**src/rtl/rssb_seq_ctrl.sv**
```systemverilog
// rtl/rssb_seq_ctrl.sv - single-clock phase sequencer for the 1-bit RSSB core (optional step mode: RSSB_SEQ_STEP_EN)
module rssb_seq_ctrl #(
  parameter int CW   = 8,
  parameter int MAXI = 0,
  parameter int TW   = 4,
  parameter int TMO  = 15
) (
  input  logic          clk,
  input  logic          rst,
  input  logic          start,
  input  logic          halt_req,
  input  logic          mem_ready,
`ifdef RSSB_SEQ_STEP_EN
  input  logic          step,
`endif
  output logic          ph0_en,
  output logic          ph1_en,
  output logic          ph2_en,
  output logic          busy,
  output logic          done,
  output logic          timeout,
  output logic [CW-1:0] icnt
);

  typedef enum logic [2:0] {
    S_IDLE  = 3'd0,
    S_FETCH = 3'd1,
    S_EXEC  = 3'd2,
    S_WB    = 3'd3,
    S_HALT  = 3'd4,
    S_PAUSE = 3'd5
  } state_t;

  state_t        state;
  state_t        next;
  logic          halt_lat;
  logic [TW-1:0] wcnt;
  logic [CW-1:0] icnt_inc;
  logic          wait_max;
  logic          maxi_hit;
  logic          halt_now;
  logic          active;
  logic          restart;

  assign icnt_inc = icnt + CW'(1);
  assign wait_max = (wcnt == TW'(TMO));
  assign maxi_hit = (MAXI != 0) && (icnt_inc == CW'(MAXI));
  // A request arriving in the WB cycle itself still stops at this boundary.
  assign halt_now = halt_lat || halt_req || maxi_hit;
  assign active   = (state == S_FETCH) || (state == S_EXEC) || (state == S_WB) || (state == S_PAUSE);
  assign restart  = ((state == S_IDLE) || (state == S_HALT)) && start;

  // State register; reset drops straight to IDLE so no strobe survives it.
  always_ff @(posedge clk or posedge rst) begin
    if (rst) begin
      state <= S_IDLE;
    end else begin
      state <= next;
    end
  end

  // Next-state decode: one instruction is FETCH (+waits), EXEC, WB.
  always_comb begin
    next = state;
    case (state)
      S_IDLE, S_HALT: begin
        if (start) next = S_FETCH;
      end
      S_FETCH: begin
        if (mem_ready)     next = S_EXEC;
        else if (wait_max) next = S_HALT;
      end
      S_EXEC: next = S_WB;
      S_WB: begin
        if (halt_now) next = S_HALT;
`ifdef RSSB_SEQ_STEP_EN
        else          next = S_PAUSE;
`else
        else          next = S_FETCH;
`endif
      end
`ifdef RSSB_SEQ_STEP_EN
      S_PAUSE: begin
        if (halt_req || halt_lat) next = S_HALT;
        else if (step)            next = S_FETCH;
      end
`endif
      default: next = S_IDLE;
    endcase
  end

  // Moore output decode: strobes depend on the state register only.
  always_comb begin
    ph0_en = (state == S_FETCH);
    ph1_en = (state == S_EXEC);
    ph2_en = (state == S_WB);
    busy   = active;
    done   = (state == S_HALT);
  end

  // Run bookkeeping: instruction count, fetch wait count, timeout flag, halt latch.
  always_ff @(posedge clk or posedge rst) begin
    if (rst) begin
      icnt     <= '0;
      wcnt     <= '0;
      timeout  <= 1'b0;
      halt_lat <= 1'b0;
    end else begin
      if (restart) begin
        icnt     <= '0;
        wcnt     <= '0;
        timeout  <= 1'b0;
        halt_lat <= 1'b0;
      end else begin
        if (active && halt_req) halt_lat <= 1'b1;
        if (state == S_FETCH) begin
          if (mem_ready)     wcnt    <= '0;
          else if (wait_max) timeout <= 1'b1;
          else               wcnt    <= wcnt + TW'(1);
        end
        if (state == S_WB) icnt <= icnt_inc;
      end
    end
  end

endmodule

```
**config.mk**
```make
export PLATFORM = sky130hd
export DESIGN_NAME = rssb_seq_ctrl
export DESIGN_NICKNAME = d
export VERILOG_FILES = /design/src/rtl/rssb_seq_ctrl.sv
export SDC_FILE = /design/constraint.sdc
export NUM_CORES = 1
export LEC_CHECK = 0
export BUFFER_PORTS_ARGS = -buffer_cell sky130_fd_sc_hd__buf_2
export CAP_MARGIN = 20
export CELL_PAD_IN_SITES_DETAIL_PLACEMENT = 0
export CELL_PAD_IN_SITES_GLOBAL_PLACEMENT = 2
export CORE_ASPECT_RATIO = 1.25
export CORE_UTILIZATION = 28
export CTS_CLUSTER_SIZE = 20
export DETAILED_ROUTE_END_ITERATION = 6
export PLACE_DENSITY = 0.68
export REMOVE_ABC_BUFFERS = 1
export SLEW_MARGIN = 10
export SYNTH_ARGS = -nofsm -noshare
export SYNTH_HDL_FRONTEND = slang
export SYNTH_SLANG_ARGS = --single-unit
export TNS_END_PERCENT = 30
```
**constraint.sdc**
```tcl
create_clock -name clk -period 1.45 [get_ports clk]
set_input_delay 0 -clock clk [delete_from_list [all_inputs] [get_ports clk]]
set_output_delay 0 -clock clk [all_outputs]
set_load 0.005 [all_outputs]
```
==> results_dict.tcl, run 1 <==
set metrics [dict create \
    status "finished clean" \
    path_cells "or3b_4 > or3_4 > o41ai_1 > a21oi_2" \
    ys_seq_area_share_pct 48.3 \
    via_per_inst 4.87 \
    vias 793 \
    antenna_left 0 \
    ir_drop_mv 0.625 \
    hpwl_um 1530 \
    reg2regPathDepth 4 \
    fin_skew_ns 0.00110 \
    critPathKind "reg -> reg" \
    numClockSinks 17 \
    clockBufferDepth 2 \
    grt_pass1_wl_um 3470 \
    grt_start_max_net_pins 18 \
    synth_top_cells_by_count "17 x dfrtp_1, 11 x nor2_1, 9 x nand3_1" \
    max_freq_ghz 0.691 \
    postRouteWirelength_um 2110 \
    slowest_delay_ns 0.41 \
    avgSynthCellArea_um2 9.47 \
    maxSlewHeadroom_pct 55.8 \
    drcViolationCount 0 \
    rrSetupSlack_ns 0.004 \
    startpoint "state[2]" \
    antenna_found_initial 0 \
    worstMarginPinSlew_ns 0.662 \
    critical_path_peak_fanout 4 \
    gp_congestion 0.748 \
    firstDrtPassIters 4 \
    post_drt_wl_per_cell_um 12.9 \
    post-route-util_pct 39.4 \
    synth_top_area_share_pct 48.3 \
    synth-edff-count 0 \
    ff_latch_area_um2 425 \
    ys_warn_count 0 \
    ys_types 35 \
    cts_tree "yes" \
    path_clk_slew_ns 0.10 \
    required_ns 1.61 \
    yosysTopAreaCell "dfrtp_1" \
    crit_family "simple AND/OR/NAND/NOR gates" \
    drt-initial-drc-count 10 \
    rows 22 \
    fp.dieW_um 52.2 \
    drv_cap 0 \
    hold_class "in -> reg" \
    async_reset_ff_share_pct 100 \
    initial_utilization_pct 29.6 \
    htree_levels 1 \
    r2r_start "state[2]" \
    track_usage_pct 13.3 \
    clock-root-buffer "clkbuf_4" \
    crit_buf_inv 0 \
    io_pins 19 \
    dieArea_mm2 0.00338 \
    final_cells 163 \
    cp_slowest_cell "dfrtp_1" \
    yosys_most_used_dff "dfrtp_1" \
    clkLatencyLatePin_ns 0.28 \
    reg2reg_to "state[2]" \
    startpoint_type "flip-flop" \
    area_delta_synth_final_pct 32.8 \
    synthCells 93 \
    core-area_mm2 0.00297 \
    synth.most_common_cell "dfrtp_1" \
    p_leak_nw 0.578 \
    grt_overflow 0 \
    cts_made_buffers 3 \
    synthTopCellsByArea "dfrtp_1 48%, nand3_1 5.1%, nor2_1 4.7%, xnor2_1 3.0%, xor2_1 3.0%" \
    nets 135 \
    hold_viol 0 \
    die_h_um 64.7 \
    final_max_slew_viol_count 0 \
    first_global_vias 756 \
    synth-seq-cells 17 \
    cp.arrival_ns 1.61 \
    netlist_area_um2 881 \
    layout-drive-gt1-share_pct 33.1 \
    insertedDiodeCount 0 \
    fillers 323 \
    dpl.cell_count 154 \
    powerDensity_mw_per_mm2 1430 \
    cp_num_cells 4 \
    fin_crit_ns 1.45 \
    multi_input_area_um2 448 \
    numPortBuffers 18 \
    end_kind "flip-flop" \
    period_share_pct 99.7 \
    grt_setup_unrepaired "true" \
    setup-violations-final 0 \
    critPathCapture "state[2]" \
]
==> worst min-delay path by stage <==
stage | cells after the start | start | slack [ns] | end
final | 3 | start | 0.04 | state[2]
after global routing | 3 | start | 0.03 | state[2]
after CTS | 2 | mem_ready | 0.01 | state[1]
after detailed placement | 2 | rst | 0.14 | timeout
after global placement | 2 | rst | 0.13 | wcnt[2]
after floorplan | 1 | rst | -0.07 | halt_lat
==> metal layers <==
metal / vias to the layer above / GRT usage, % / wire, um
met2: 15 / 23.1 / 1100
met5: - / 0 / 0
li1: 401 / - / -
met1: 375 / 17.5 / 937
met4: 0 / 2.96 / 9
met3: 2 / 1.41 / 62
==> what timing repair did <==
action / 4_1_cts / 5_1_grt
pin swaps: 1 / 2
hold endpoints to repair: 18 / 0
hold buffers: 2 / 0
gates cloned: 0 / 0
buffers inserted: 1 / 2
gates resized for setup: 4 / 4
setup endpoints to repair: 2 / 9
==> sequential cells by signal, summed over array words and instances, names as in the netlist <==
signal,flops
wcnt,4
state,3
icnt,8
timeout,1
halt_lat,1
==> report_power, final <==
part	switching [mW]	total [mW]	internal (mW)
sequential	0.0695	0.633	0.564
combinational	0.406	0.796	0.390
clock	0.141	0.247	0.107
total	0.616	1.68	1.06
==> tightest hold or removal path: cells and delay by family <==
kind | cells | cell delay [ns]
buffers and inverters | 1 | 0.11
AOI/OAI and AO/OA | 2 | 0.17
==> through the flow <==
stage	power [mW]	setup WS (ns)	TNS [ns]	instance area, um^2	hold slack, ns
finish	1.68	0.00363	0	1170	0.0379
global route	1.80	-0.0241	-0.0843	1170	0.0299
global placement	1.33	0.0422	0	1070	0.129
CTS	1.64	-0.00413	-0.00678	1130	0.0123
detailed placement	1.33	-0.0000757	-0.0000757	1070	0.144
floorplan	1.02	-0.0824	-0.0960	872	-0.0739
==> layout by cell type (no fill, tap or decap), types with 4 or more instances in the layout <==
master / synthesis / routed
o21ai_0: 4 / 4
nor2_1: 11 / 10
buf_4: 0 / 12
inv_1: 6 / 5
a21oi_1: 4 / 4
nand3_1: 9 / 9
dfrtp_1: 17 / 17
buf_2: 0 / 18
==> final cells by class <==
type,count,area share [%]
timing repair buffer,32,17.1
sequential,17,36.4
multi-input combinational,68,38.3
clock buffer,4,2.25
inverter,6,2.14
tap,36,3.85
==> cell families (layout without fill, tap and decap cells) <==
family	Yosys count	count (layout)	share of synthesized area, %
simple gates	41	41	25.3
compound gates	19	19	14.1
flops	17	17	48.3
buf+inv	8	42	3.55
xor+xnor	6	6	5.97
fa+ha+maj	2	2	2.84
Power figures use the tool's default switching activity.
==> run 2: changes to the inputs <==
Settings changed: CTS_BUF_LIST set to sky130_fd_sc_hd__clkbuf_16, SLEW_MARGIN 10 to 30.
==> results_dict.tcl, run 2 (synthesis results as in run 1) <==
set metrics [dict create \
    top_regs "icnt x8, wcnt x4, state x3" \
    clockBufferDepth 2 \
    grt_overflow 0 \
    grt_start_max_net_pins 18 \
    grt_setup_unrepaired "true" \
    htree_levels 1 \
    setup-violations-final 0 \
    io_pins 19 \
    fin_crit_ns 1.43 \
    dpl.cell_count 154 \
    postRouteWirelength_um 2110 \
    max_freq_ghz 0.701 \
    area_delta_synth_final_pct 35.9 \
    critPathKind "reg -> out" \
    p_leak_nw 0.588 \
    critical_path_peak_fanout 6 \
    initial_utilization_pct 29.6 \
    period_share_pct 98.4 \
    drt-initial-drc-count 15 \
    ir_drop_mv 0.713 \
    slowest_delay_ns 0.40 \
    drcViolationCount 0 \
    top_register "icnt" \
    firstDrtPassIters 4 \
    die_h_um 64.7 \
    cp.arrival_ns 1.43 \
    numPortBuffers 18 \
    track_usage_pct 14.0 \
    hpwl_um 1530 \
    final_cells 160 \
    numClockSinks 17 \
    fin_hold_ws_ns 0.0806 \
    powerDensity_mw_per_mm2 1590 \
    insertedDiodeCount 0 \
    maxSlewHeadroom_pct 54.3 \
    startpoint_type "flip-flop" \
    core-area_mm2 0.00297 \
    drv_cap 0 \
    nets 132 \
    gp_congestion 0.748 \
    final_cell_mix "18 x buf_2, 17 x dfrtp_1, 11 x nor2_1" \
    path_cells "or3b_4 > buf_4 > inv_2 > buf_2" \
    final_max_slew_viol_count 0 \
    worstMarginPinSlew_ns 0.685 \
    cts_tree "yes" \
    fin_skew_ns 0.00186 \
    largest_reg_flops 8 \
    antenna_left 0 \
    crit_family "simple AND/OR/NAND/NOR gates" \
    layout-drive-gt1-share_pct 31.5 \
    first_global_vias 760 \
    final_common_cell "buf_2" \
    end_kind "primary output" \
    vias 779 \
    tns_ns 0 \
    dieArea_mm2 0.00338 \
    post_drt_wl_per_cell_um 13.2 \
    rrSetupSlack_ns 0.03 \
    grt_pass1_wl_um 3510 \
    required_ns 1.45 \
    hold_class "in -> reg" \
    clock-root-buffer "clkbuf_16" \
    status "finished clean" \
    rows 22 \
    cts_made_buffers 3 \
    fp.dieW_um 52.2 \
    antenna_found_initial 0 \
    crit_buf_inv 3 \
    cp_slowest_cell "or3b_4" \
    via_per_inst 4.87 \
    post-route-util_pct 40.3 \
    path_clk_slew_ns 0.05 \
    hold_viol 0 \
    clkLatencyLatePin_ns 0.25 \
]
-- run 2: changes by cell type in the layout (fill, tap and decap cells not counted), sizes merged --
cell and delta:
inv +1, buf -3, clkbuf -1
-- run 2: tightest hold or removal path: stages --
cell,delay [ns]
buf_2,0.11
o41ai_1,0.08
a21oi_2,0.10
-- run 2: path summary, 6_finish.rpt --
kind / startpoint / end / cells past startpoint
max in group asynchronous: rst / icnt[5] / 3
min: start / state[2] / 3
max: state[0] / ph0_en / 4
min reg2reg: timeout / timeout / 2
min in group asynchronous: rst / timeout / 3
max reg2reg: state[0] / state[2] / 4
-- run 2: final cells by class --
type | count | area, um^2
fillers | 312 | 1780
clock buffers | 3 | 75.1
repair buffers | 29 | 178
multi-input cells | 68 | 448
flip-flops and latches | 17 | 425
inverters | 6 | 22.5
clock inverters | 1 | 3.75
well taps | 36 | 45.0
-- run 2: repair_timing --
item,in CTS,in global routing
buffers inserted,0,0
hold buffers,2,0
resized for setup,1,6
endpoints found under the setup margin,2,9
pin swaps,1,1
hold endpoints to repair,18,0
-- run 2: per-stage QoR --
step / setup slack [ns] / cell area [um^2] / total power [mW]
floorplan: -0.0824 / 872 / 1.02
global placement: 0.0422 / 1070 / 1.33
detailed placement: -0.0000757 / 1070 / 1.33
CTS: 0.00411 / 1170 / 1.90
global route: -0.00823 / 1200 / 2.04
finish: 0.0226 / 1200 / 1.91
-- run 2: power by group --
group | switching [mW] | internal [mW] | total (mW) | leakage [nW]
combinational | 0.375 | 0.345 | 0.720 | 0.316
sequential | 0.0786 | 0.566 | 0.644 | 0.229
clock | 0.177 | 0.366 | 0.543 | 0.0423
-- run 2: per-layer routing --
metal / part of all wire [%] / vias to the layer above / global-route usage (%) / wire [um]
met4: 2.4 / 0 / 8.55 / 50
met2: 50 / 14 / 22.6 / 1050
li1: - / 392 / - / -
met5: 0 / - / 0 / 0
met3: 2.8 / 5 / 1.64 / 59
met1: 45 / 368 / 17.4 / 951
==> run 3: changes to the inputs <==
==> constraint.sdc (replaced) <==
create_clock -name clk -period 1.45 [get_ports clk]
set_input_delay 0 -clock clk [delete_from_list [all_inputs] [get_ports clk]]
set_output_delay 0 -clock clk [all_outputs]
set_load 0.02 [all_outputs]
==> results_dict.tcl, run 3 (synthesis results as in run 1) <==
set metrics [dict create \
    dieArea_mm2 0.00338 \
    postRouteWirelength_um 2150 \
    initial_utilization_pct 29.6 \
    wl_met2_um 1090 \
    vias 788 \
    gp_congestion 0.748 \
    cp.arrival_ns 1.54 \
    htree_levels 1 \
    clockBufferDepth 2 \
    ir_drop_mv 0.744 \
    hpwl_um 1530 \
    hold_viol 0 \
    cp_num_cells 4 \
    cp_slowest_cell "or3b_4" \
    top_layer_used "met4" \
    max_freq_ghz 0.701 \
    cts_tree "yes" \
    required_ns 1.57 \
    p_leak_nw 0.594 \
    via_per_inst 4.89 \
    wl_met3_um 59 \
    status "finished clean" \
    fin_skew_ns 0.00230 \
    hold_class "in -> reg" \
    crit_family "simple AND/OR/NAND/NOR gates" \
    critPathKind "reg -> reg" \
    final_max_slew_viol_count 0 \
    numPortBuffers 18 \
    reg2reg_to "state[2]" \
    path_clk_slew_ns 0.05 \
    firstDrtPassIters 3 \
    setup-violations-final 0 \
    powerDensity_mw_per_mm2 1680 \
    startpoint "state[0]" \
    antenna_found_initial 0 \
    io_pins 19 \
    post_drt_wl_per_cell_um 13.4 \
    period_share_pct 98.4 \
    final_cell_mix "17 x dfrtp_1, 17 x buf_2, 11 x nor2_1" \
    clock-root-buffer "clkbuf_16" \
    fin_crit_ns 1.43 \
    reg2regPathDepth 4 \
    drt-initial-drc-count 15 \
    numClockSinks 17 \
    drcViolationCount 0 \
    area_delta_synth_final_pct 37.8 \
    setup_slack_ns 0.0232 \
    r2r_start "state[0]" \
    critical_path_peak_fanout 4 \
    clkLatencyLatePin_ns 0.25 \
    startpoint_type "flip-flop" \
    largest_reg_flops 8 \
    drt-met1-wl_um 950 \
    critPathCapture "state[2]" \
    grt_setup_unrepaired "true" \
    insertedDiodeCount 0 \
    fp.dieW_um 52.2 \
    first_global_vias 765 \
    track_usage_pct 14.1 \
    top_regs "icnt x8, wcnt x4, state x3" \
    multi_input_area_um2 448 \
    slowest_delay_ns 0.40 \
    antenna_left 0 \
    die_h_um 64.7 \
    grt_start_max_net_pins 18 \
    cts_made_buffers 3 \
    fillers 314 \
    nets 133 \
    rrSetupSlack_ns 0.02 \
    rows 22 \
    worstMarginPinSlew_ns 0.688 \
    place_ws_ns -0.0000757 \
    crit_buf_inv 0 \
    end_kind "flip-flop" \
    core-area_mm2 0.00297 \
    ff_latch_area_um2 425 \
    path_cells "or3b_4 > or3_4 > o41ai_1 > a21oi_2" \
    layout-drive-gt1-share_pct 32.0 \
    drv_cap 0 \
    maxSlewHeadroom_pct 54.1 \
    grt_pass1_wl_um 3540 \
    grt_overflow 0 \
    power_mw 2.04 \
    top_register "icnt" \
]
-- run 3: cell types whose count changed in the layout (fill, tap and decap cells not counted), sizes merged --
cell / before / now
buf: 27 / 28
-- run 3: worst register-to-register path: stages, from the launching register on --
cell	delay, ns
dfrtp_1	0.39
or3b_4	0.40
or3_4	0.37
o41ai_1	0.09
a21oi_2	0.05
-- run 3: power by group --
group          leakage [nW]  switching [mW]  internal, mW
Combinational         0.323           0.474         0.380
Sequential            0.229          0.0754         0.566
Clock                0.0423           0.178         0.366
Total                 0.594           0.727          1.31
-- run 3: per-stage QoR --
stage / area (um^2) / hold WS, ns / setup TNS, ns / std cells / util [%]
floorplan: 872 / -0.0739 / -0.0960 / 91 / -
global placement: 1070 / 0.129 / 0 / 154 / 36.2
detailed placement: 1070 / 0.144 / -0.0000757 / 154 / 36.2
CTS: 1190 / 0.0615 / 0 / 161 / 40.0
global route: 1210 / 0.0808 / -0.0345 / 161 / 40.8
finish: 1210 / 0.0805 / 0 / 161 / 40.8
-- run 3: cell type report --
class                   instances  area share (%)
repair buffers                 30            15.8
flip-flops and latches         17            35.1
clock buffers                   3            6.19
multi-input cells              68            36.9
well taps                      36            3.71
clock inverters                 1           0.309
inverters                       6            2.06
-- run 3: what timing repair did --
item | in CTS | in global routing
cloned | 0 | 0
setup buffers | 1 | 0
endpoints found under the hold margin | 18 | 0
resized for setup | 4 | 6
pin swaps | 1 | 1
hold buffers | 2 | 0
setup endpoints to repair | 2 | 9
-- run 3: worst min-delay path by stage --
stage | from | end | slack [ns] | cells after the start
after floorplan | rst | halt_lat | -0.07 | 1
after global placement | rst | wcnt[2] | 0.13 | 2
after detailed placement | rst | timeout | 0.14 | 2
after CTS | mem_ready | state[1] | 0.06 | 2
after global routing | start | state[2] | 0.08 | 3
final | start | state[2] | 0.08 | 3
-- run 3: per-layer routing --
layer	vias up	GRT usage [%]
met5	-	0
met4	0	8.55
met3	5	1.64
met2	14	23.1
met1	373	17.4
li1	396	-
